**src/rtl/mem_copy_dma.sv**
```systemverilog
// rtl/mem_copy_dma.sv - block copy engine for one single-port memory port
// Copies len words from src to dst in ascending order, one read then one write per word.
module mem_copy_dma #(
  parameter int ADDR_W = 16,
  parameter int DATA_W = 16,
  parameter int LEN_W  = 16
) (
  input  logic              clk,
  input  logic              rst,
  input  logic              start,
  input  logic [ADDR_W-1:0] src_addr,
  input  logic [ADDR_W-1:0] dst_addr,
  input  logic [LEN_W-1:0]  len,
  input  logic              abort,
  output logic              busy,
  output logic              done,
  output logic [LEN_W-1:0]  words_done,
  output logic [ADDR_W-1:0] mem_addr,
  output logic              mem_wen,
  output logic [DATA_W-1:0] mem_wdata,
  input  logic [DATA_W-1:0] mem_rdata
);

  typedef enum logic [1:0] {IDLE, READ, WRITE, DONE} state_t;

  state_t            state, state_nxt;
  logic [ADDR_W-1:0] src_r, dst_r;
  logic [LEN_W-1:0]  len_r;
  logic [LEN_W-1:0]  count, count_nxt;
  logic [ADDR_W-1:0] offset;
  logic              load;

  // words_done doubles as the word index i; the size cast wraps addresses modulo 2^ADDR_W
  assign offset     = ADDR_W'(count);
  assign words_done = count;

  always_ff @(posedge clk or negedge rst) begin
    if (!rst) begin
      state <= IDLE;
      src_r <= '0;
      dst_r <= '0;
      len_r <= '0;
      count <= '0;
    end else begin
      state <= state_nxt;
      count <= count_nxt;
      if (load) begin
        src_r <= src_addr;
        dst_r <= dst_addr;
        len_r <= len;
      end
    end
  end

  always_comb begin
    state_nxt = state;
    count_nxt = count;
    load      = 1'b0;
    busy      = 1'b0;
    done      = 1'b0;
    mem_addr  = '0;
    mem_wen   = 1'b0;
    mem_wdata = '0;
    case (state)
      IDLE: begin
        // abort outranks start, even for a zero-length request
        if (start && !abort) begin
          count_nxt = '0;
          if (len != '0) begin
            load      = 1'b1;
            state_nxt = READ;
          end else begin
            state_nxt = DONE;
          end
        end
      end
      READ: begin
        busy      = 1'b1;
        mem_addr  = src_r + offset;
        state_nxt = abort ? IDLE : WRITE;
      end
      WRITE: begin
        busy      = 1'b1;
        mem_addr  = dst_r + offset;
        mem_wen   = 1'b1;
        mem_wdata = mem_rdata;
        count_nxt = count + LEN_W'(1);
        if (abort)                  state_nxt = IDLE;
        else if (count_nxt == len_r) state_nxt = DONE;
        else                        state_nxt = READ;
      end
      DONE: begin
        done      = 1'b1;
        state_nxt = IDLE;
      end
      default: state_nxt = IDLE;
    endcase
  end

endmodule

```
**config.mk**
```make
export PLATFORM = sky130hd
export DESIGN_NAME = mem_copy_dma
export DESIGN_NICKNAME = d
export VERILOG_FILES = /design/src/rtl/mem_copy_dma.sv
export SDC_FILE = /design/constraint.sdc
export NUM_CORES = 1
export LEC_CHECK = 0
export ABC_AREA = 0
export ABC_CLOCK_PERIOD_IN_PS = 7000
export BUFFER_PORTS_ARGS = -buffer_cell sky130_fd_sc_hd__buf_2
export CAP_MARGIN = 20
export CORE_UTILIZATION = 30
export CTS_BUF_LIST = sky130_fd_sc_hd__clkbuf_4 sky130_fd_sc_hd__clkbuf_8 sky130_fd_sc_hd__clkbuf_16
export DETAILED_ROUTE_END_ITERATION = 6
export PLACE_DENSITY_LB_ADDON = 0.15
export SLEW_MARGIN = 20
export SYNTH_ARGS = -nofsm -noshare
export SYNTH_HDL_FRONTEND = slang
export SYNTH_SLANG_ARGS = --single-unit
```
**constraint.sdc**
```tcl
create_clock -name clk -period 7 [get_ports clk]
set_clock_uncertainty 0.05 [all_clocks]
set_input_delay 0.7 -clock clk [delete_from_list [all_inputs] [get_ports clk]]
set_output_delay 0.7 -clock clk [all_outputs]
set_load 0.1 [all_outputs]
```
## Yosys cells after proc, flatten, opt, wreduce, memory -nomap -nowiden

Index checks and enable logic that the tools add are counted.

| storage, ports and cells | value |
|---|---|
| register bits after elaboration | 66 |
| output and inout bits | 51 |
| word-level logic and storage cells | 36 |

| operators by class | value |
|---|---|
| add/subtract/negate cells | 3 |
| reductions and logical operators | 7 |
| muxes and demuxes | 16 |
| eq/ne operators | 5 |

Operator list:

| cell | count |
|---|---|
| $pmux 16 s2 | 2 |
| $add 16x16->16 | 2 |
| $mux 16 | 2 |
| $add 16x1->16 const B | 1 |
| $eq 16x16->1 | 1 |
| $reduce_bool 16->1 | 1 |
| $mux 2 | 5 |
| $pmux 2 s4 | 1 |
| $mux 1 | 6 |
| $eq 2x2->1 const B | 2 |
| $eq 2x1->1 const B | 1 |
| $logic_not 2->1 | 1 |
| $ne 2x2->1 const B | 1 |
| $reduce_and 2->1 | 1 |
| $reduce_bool 2->1 | 1 |
| $reduce_or 2->1 | 1 |
| $logic_and 1x1->1 | 1 |
| $logic_not 1->1 | 1 |

## Longest topological paths before layout

Gate-level depths: netlist of run 1.

| depth | value |
|---|---|
| depth in word-level cells | 5 |
| depth in mapped cells | 14 |
| depth with buffers taken out | 12 |

## Worst setup path after synthesis of run 1

Ideal clock, no wire load.

| timing | value |
|---|---|
| kind | register to output |
| from | register state[0] |
| to | output mem_addr[14] |
| stages on the path, launching flop included | 14 |
| data arrival time | 6792 ps |
| path slack | -542 ps |
| cell sequence | dfrtp_1 inv_1 ha_1 clkbuf_1 clkbuf_1 mux2_2 ha_1 inv_1 fa_1 nor2b_1 o2111ai_1 a31oi_1 o41ai_1 o311ai_0 |

| on the way | value |
|---|---|
| word-level cells in the longest chain between the ends | 2 |
| elaborated cells on any way between the ends | 3 |
| those cells by class | 2 x eq/ne; 1 x mux |

Ends and longest elaborated chain:

| what | line | source |
|---|---|---|
| start: declaration | 26 | `state_t state, state_nxt;` |
| start signal: assignment | 45 | `state <= state_nxt;` |
| $eq 2x2->1 / $eq 2x1->1 (equally long branches) | 64 | `case (state)` |
| $pmux 16 s2 * | 64 |  |
| end: declaration | 18 | `output logic [ADDR_W-1:0] mem_addr,` |

Every way passes the cells marked *; elsewhere a longest branch is shown, timed or not.

## Final worst setup path of run 1

Ends and elaborated chain as after synthesis.

==> results of run 1 <==
==> critical path, stage by stage (launching register included) <==
cell and delay (ns):
dfrtp_1 0.40, inv_1 0.10, ha_1 0.48, buf_4 0.38
mux2_2 0.38, ha_1 0.19, inv_1 0.07, fa_1 0.18
nor2b_1 0.07, o2111ai_1 0.24, a31oi_1 0.16, o41ai_1 0.64
nand4_1 0.17, o311ai_1 0.13, buf_2 0.49
==> routing by layer <==
metal,vias up,GRT usage [%],share of wire (%)
met4,0,4.669,1.3
met3,12,3.552,4.6
li1,1852,-,-
met5,-,0,0
met2,93,26.26,46
met1,1742,20.64,48
==> cell families (layout without fill, tap and decap cells) <==
family,after synthesis,count (layout),share of synthesized area (%)
mux,66,66,16.71
flops,66,66,37.32
simple gates,148,148,18.83
compound gates,87,87,12.19
buf+inv,37,149,3.703
fa+ha+maj,21,21,6.107
xor+xnor,26,26,5.146
==> flip-flops by register name (all words and copies together), names as in the netlist <==
signal / cells
len_r: 16
words_done: 16
src_r: 16
dst_r: 16
state: 2
==> where the power goes <==
part | switching (uW) | internal (uW) | total, uW
logic | 1340 | 520 | 1860
registers | 109 | 536 | 645
clock network | 163 | 251 | 414
==> final cells by class <==
cell class / count / area share [%]
Timing Repair Buffer: 122 / 11.41
Tap cell: 184 / 4.233
Inverter: 11 / 0.7591
Multi-Input combinational cell: 348 / 48.15
Sequential cell: 66 / 30.37
Clock buffer: 11 / 4.532
Clock inverter: 5 / 0.5521
==> path summary, 6_finish.rpt <==
kind	startpoint	end	slack [ns]
hold reg to reg	src_r[12]	src_r[12]	0.45
setup reg to reg	words_done[0]	state[1]	4.40
setup / recovery	state[0]	mem_addr[14]	1.83
max in group asynchronous	rst	len_r[10]	5.84
min in group asynchronous	rst	src_r[5]	0.51
hold / removal	src_r[12]	src_r[12]	0.45
==> stage by stage <==
stage | instances | setup WS, ns
floorplan | 451 | 0.6189
global placement | 731 | 2.319
detailed placement | 731 | 2.170
CTS | 747 | 1.795
global route | 747 | 1.420
finish | 747 | 1.835
==> layout by cell type, fill, tap and decap left out, types with 3 or more instances in the layout <==
cell type,instances
and2_1,17
o31ai_1,8
xnor2_1,20
inv_1,11
mux2_2,63
buf_4,4
xor2_1,6
a21o_1,5
nor4_1,6
nand3_1,8
clkinv_2,3
clkbuf_16,9
nor3_1,10
nand4_1,8
ha_1,20
nor2b_1,11
nor2_1,33
o21ai_0,31
dfrtp_1,66
o41ai_1,4
buf_2,118
nor3b_1,3
nand2_1,25
nand2b_1,7
a31oi_1,6
a21oi_1,16
==> key figures, run 1 <==
CTS
  • TritonCTS clock tree: yes
  • Total CTS buffers: 9
  • PostCTS Resize Cnt: 0
  • Worst-Skew Late Latency: between 0.3 and 0.4 ns
  • Clock root buffer master: clkbuf_16
  • Setup Buffers After CTS: 0
  • CTS clk-pin slew, worst paths: 0.05 ns
  • Maximum clock path buffer count: 2
  • H-tree levels: 3
  • Cts hold-fix bufs: 0
  • Clock sink total: 66

Placement
  • Detailed placement HPWL: 8.830 mm
  • Area after DPL: 5162 um^2
  • IO Port Bufs: ~120
  • GPL Wtd Cong: 0.8209

Timing
  • FMAX: 193.6 MHz
  • Worst slew pin tran: 0.8427 ns
  • Final Setup Violations: 0
  • Hold Slack: between 0.4 and 0.5 ns
  • TNS Setup: 0 ns
  • Final critical-path required period: approximately 5.2 ns
  • Slew HR: 43.82%
  • Max Slew Vio Count: 0
  • Final Hold Viols: 0
  • RSZ-0062 raised after global routing: false
  • Fin crit share: 73.79%

GRT
  • Largest net degree at the start of global routing: 67
  • First-pass GRT wire length: roughly 18 mm
  • All-Layer GR Usage: 15.89%
  • Gr ovfl total: 0
  • Number of global-route vias before repair: 3,594
  • Initial antenna violation count: 0

Routing
  • WL final: 11.63 mm
  • Via count: 3,699
  • 1st-pass router iterations: 4
  • Post-route ant nets: 0
  • Detailed Route Iter0 Violations: 218
  • DR WL/cell: 15.57 um
  • Post-route DRC violation count: 0
  • Routed vias/inst: a little under 5

Setup path
  • CP Class: reg -> out
  • Worst-path fanout max: 21
  • R2R depth: 6
  • Critical path arrival: 4.42 ns
  • Crit path capture type: output pin
  • Crit path required time: about 6.3 ns
  • Startpoint types: flop

Yosys
  • EDFF count, synth: 0
  • Syn_nets: 540
  • Mean Syn Cell Area: 9.813 um^2
  • Synth Flop Type: dfrtp_1
  • Share of the yosys chip area belonging to registers: ~37%
  • Leading area contributor after synthesis: dfrtp_1
  • Post-synth top cells: dfrtp_1, mux2_2, nor2_1
  • Yosys cell types: 57
  • Async set or reset register ratio after synthesis: 100.0%
  • Synth top area cells: dfrtp_1, mux2_2, ha_1
  • Cell with the most instances after synthesis: dfrtp_1
  • Synth top area share: 37.32%
  • Synth Register Bits: 66
  • Post-Syn Instances: 451
  • Synthesis Warnings: 0
  • Post-Syn Area: 4425 um^2

Job
  • Max_cap viols: 0

Final layout
  • Nets@finish: 647
  • Layout cell share with drive strength beyond 1: approximately 38%
  • FF+latch area: approximately 1700 um^2
  • Multi-input logic area: roughly 2600 um^2
  • Synth-to-Final Area Change: 22.90%
  • Ant. Diodes: 0
  • Fin area: between 5000 and 6000 um^2
  • Fin util: a little under two fifths
  • Fillers: 1,477

Floorplanning
  • Core ar.: about 14,000 um^2
  • Die H: approximately 120 um
  • I/O pin count: 119
  • # rows: 44
  • Starting Density: 30.57%
  • Die Wd: approximately 120 um
  • Die Area: ~15,000 um^2

Status
  • Status: finished, final reports clean

Power and ir drop
  • PnR Total Power: 2923 uW
  • Power density over the cells: 537.5 nW/um^2
  • VDD IR-drop max: roughly 0.25 mV
  • Pleak: 0.002490 uW

Min path
  • Hold path depth: 1
  • Min-Delay Path Class: reg -> reg
Note: power is estimated with default switching activity, not from simulation.
==> run 2: changes to the inputs <==
ABC_AREA = 1   (was 0)
ABC_CLOCK_PERIOD_IN_PS = 5100   (was 7000)
clock period = 5.1 ns   (was 7 ns; I/O delays follow)
==> run 2 against run 1 <==
Net effect:
- largest power group unchanged
- total power rose by 31%
- die area fell by 1.8%
- routed wire length rose by 5.7%
- cell count rose by 25%
==> key figures, run 2 <==
Yosys
  • Synth Register Bits: 66
  • EDFF count, synth: 0
  • Yosys cell types: 34
  • Async set or reset register ratio after synthesis: 100.0%
  • Synth Flop Type: dfrtp_1
  • Post-Syn Area: 4345 um^2
  • Post-synth top cells: nand2_1, inv_1, dfrtp_1
  • Synth top area cells: dfrtp_1, nand2_1, inv_1
  • Mean Syn Cell Area: slightly below 7 um^2
  • Share of the yosys chip area belonging to registers: a little under two fifths
  • Cell with the most instances after synthesis: nand2_1
  • Syn_nets: 724
  • Synthesis Warnings: 0
  • Post-Syn Instances: 635
  • Synth top area share: roughly two fifths
  • Leading area contributor after synthesis: dfrtp_1

CTS
  • H-tree levels: 3
  • TritonCTS clock tree: yes
  • Clock root buffer master: clkbuf_16
  • Maximum clock path buffer count: 2
  • Total CTS buffers: 9
  • Setup Buffers After CTS: 0
  • PostCTS Resize Cnt: 0
  • CTS clk-pin slew, worst paths: roughly 0.060 ns
  • Cts hold-fix bufs: 0
  • Worst-Skew Late Latency: 0.34 ns
  • Clock sink total: 66

Final layout
  • Leading cell type in the layout, fill and taps excluded: nand2_1
  • Nets@finish: 839
  • Layout cell share with drive strength beyond 1: between 10% and 20%
  • Ant. Diodes: 0
  • Synth-to-Final Area Change: 25.60%
  • Most frequent cells in the layout: nand2_1, buf_2, inv_1, dfrtp_1, o21ai_0

Floorplanning
  • Die Wd: between 100 and 150 um
  • I/O pin count: 119
  • Core ar.: roughly 14,000 um^2
  • Die Area: 14,970 um^2
  • Starting Density: 31.06%
  • Die H: 122.4 um
  • # rows: 43

Setup path
  • Worst-path fanout max: 17
  • Crit path capture type: output pin
  • Startpoint types: flop
  • CP Class: reg -> out
  • Critical path arrival: 3.92 ns
  • Worst reg2reg path endpoint: words_done[4]
  • Crit path required time: 4.54 ns
  • Reg-to-reg slack, setup: 2.63 ns
  • R2R depth: 6
  • Reg2reg start: state[0]

Power and ir drop
  • PnR Total Power: 3817 uW
  • Pleak: 0.003103 uW
  • VDD IR-drop max: a little over 0.7 mV
  • Power density over the cells: 699.4 nW/um^2

Routing
  • Met3 Wirelength: 526 um
  • 1st-pass router iterations: 4
  • Via count: approximately 4,300
  • Met2 wire len: 5.799 mm
  • M1 WL: 5.789 mm
  • DR WL/cell: 13.15 um
  • Routed vias/inst: 4.578
  • Detailed Route Iter0 Violations: 222
  • WL final: 12.30 mm
  • Post-route ant nets: 0
  • DR top layer: met4
  • Post-route DRC violation count: 0

Timing
  • Final Setup Violations: 0
  • Final critical-path required period: 4.475 ns
  • Fin crit share: 87.75%
  • Max Slew Vio Count: 0
  • TNS Setup: 0 ns
  • Worst setup margin: 0.6249 ns
  • Final Hold Viols: 0
  • RSZ-0062 raised after global routing: false
  • Slew HR: 42.27%
  • FMAX: ~220 MHz
  • Worst slew pin tran: 0.8660 ns

Placement
  • GPL Wtd Cong: 0.8150
  • Place WS: 0.9207 ns
  • Detailed placement HPWL: 9.584 mm
  • IO Port Bufs: 118

GRT
  • Largest net degree at the start of global routing: 67
  • Gr ovfl total: 0
  • Initial antenna violation count: 0
  • Number of global-route vias before repair: 4,152
  • First-pass GRT wire length: 19.99 mm
  • All-Layer GR Usage: between 10% and 20%

Status
  • Status: finished, final reports clean

Min path
  • Min-Delay Path Class: in -> async

Job
  • Max_cap viols: 0
[run 2: routing by layer]
metal,up-vias,GRT usage (%)
li1,2259,-
met1,1925,22.77
met2,84,28.72
met3,12,3.532
met4,0,6.174
met5,-,0
[run 2: metrics by stage]
stage | util (%) | std cells | area, um^2 | hold WS, ns
2_1_floorplan | - | 635 | 4352 | 0.1644
3_3_place_gp | 36.74 | 919 | 5139 | 0.4204
3_5_place_dp | 36.74 | 919 | 5139 | 0.4239
4_1_cts | 39.02 | 935 | 5458 | 0.3637
5_1_grt | 39.02 | 935 | 5458 | 0.3755
6_report | 39.02 | 935 | 5458 | 0.3095
[run 2: cell type report]
cell class | count | area, um^2
clock inverters | 7 | 93.84
well taps | 180 | 225.2
clock buffers | 9 | 225.2
fillers | 1525 | 8531
inverters | 107 | 401.6
repair buffers | 123 | 643.1
flip-flops and latches | 66 | 1652
multi-input cells | 443 | 2217
[run 2: kinds of logic after synthesis]
| kind of cell | count (synthesis) | share of synthesized area [%] |
|---|---|---|
| buffers and inverters | 126 | 11.11 |
| xor gates and xnor gates | 9 | 2.131 |
| and+or+nand+nor | 296 | 27.93 |
| adders and majority gates | 21 | 6.219 |
| AOI/OAI and AO/OA | 117 | 14.60 |
| DFF | 66 | 38.01 |
[run 2: power by group]
group	internal (uW)	total, uW	switching [uW]
combinational	477	2300	1830
sequential	718	846	127
clock	427	667	240
[run 2: how the worst max path moves through the flow]
stage / slack (ns) / cells after the start / to / startpoint
after floorplan: 0.0007 / 16 / mem_addr[6] / state[0]
after global placement: 1.05 / 15 / mem_addr[15] / state[0]
after detailed placement: 0.92 / 15 / mem_addr[15] / state[0]
after CTS: 0.55 / 15 / mem_addr[15] / state[0]
after global routing: 0.11 / 15 / mem_addr[15] / state[0]
final: 0.62 / 15 / mem_addr[15] / state[0]
[run 2: worst max-delay path, stage by stage, from the launching register on]
cell and delay [ns]:
dfrtp_1 0.40, inv_1 0.11, ha_1 0.42, clkinv_1 0.53, nand2_1 0.18, nand2_1 0.07, ha_1 0.32, nand3_1 0.09
nand2_1 0.13, a31oi_1 0.11, o21ai_0 0.37, nand3_1 0.16, nand3_1 0.10, nand2_1 0.05, nor2_1 0.12, buf_2 0.44
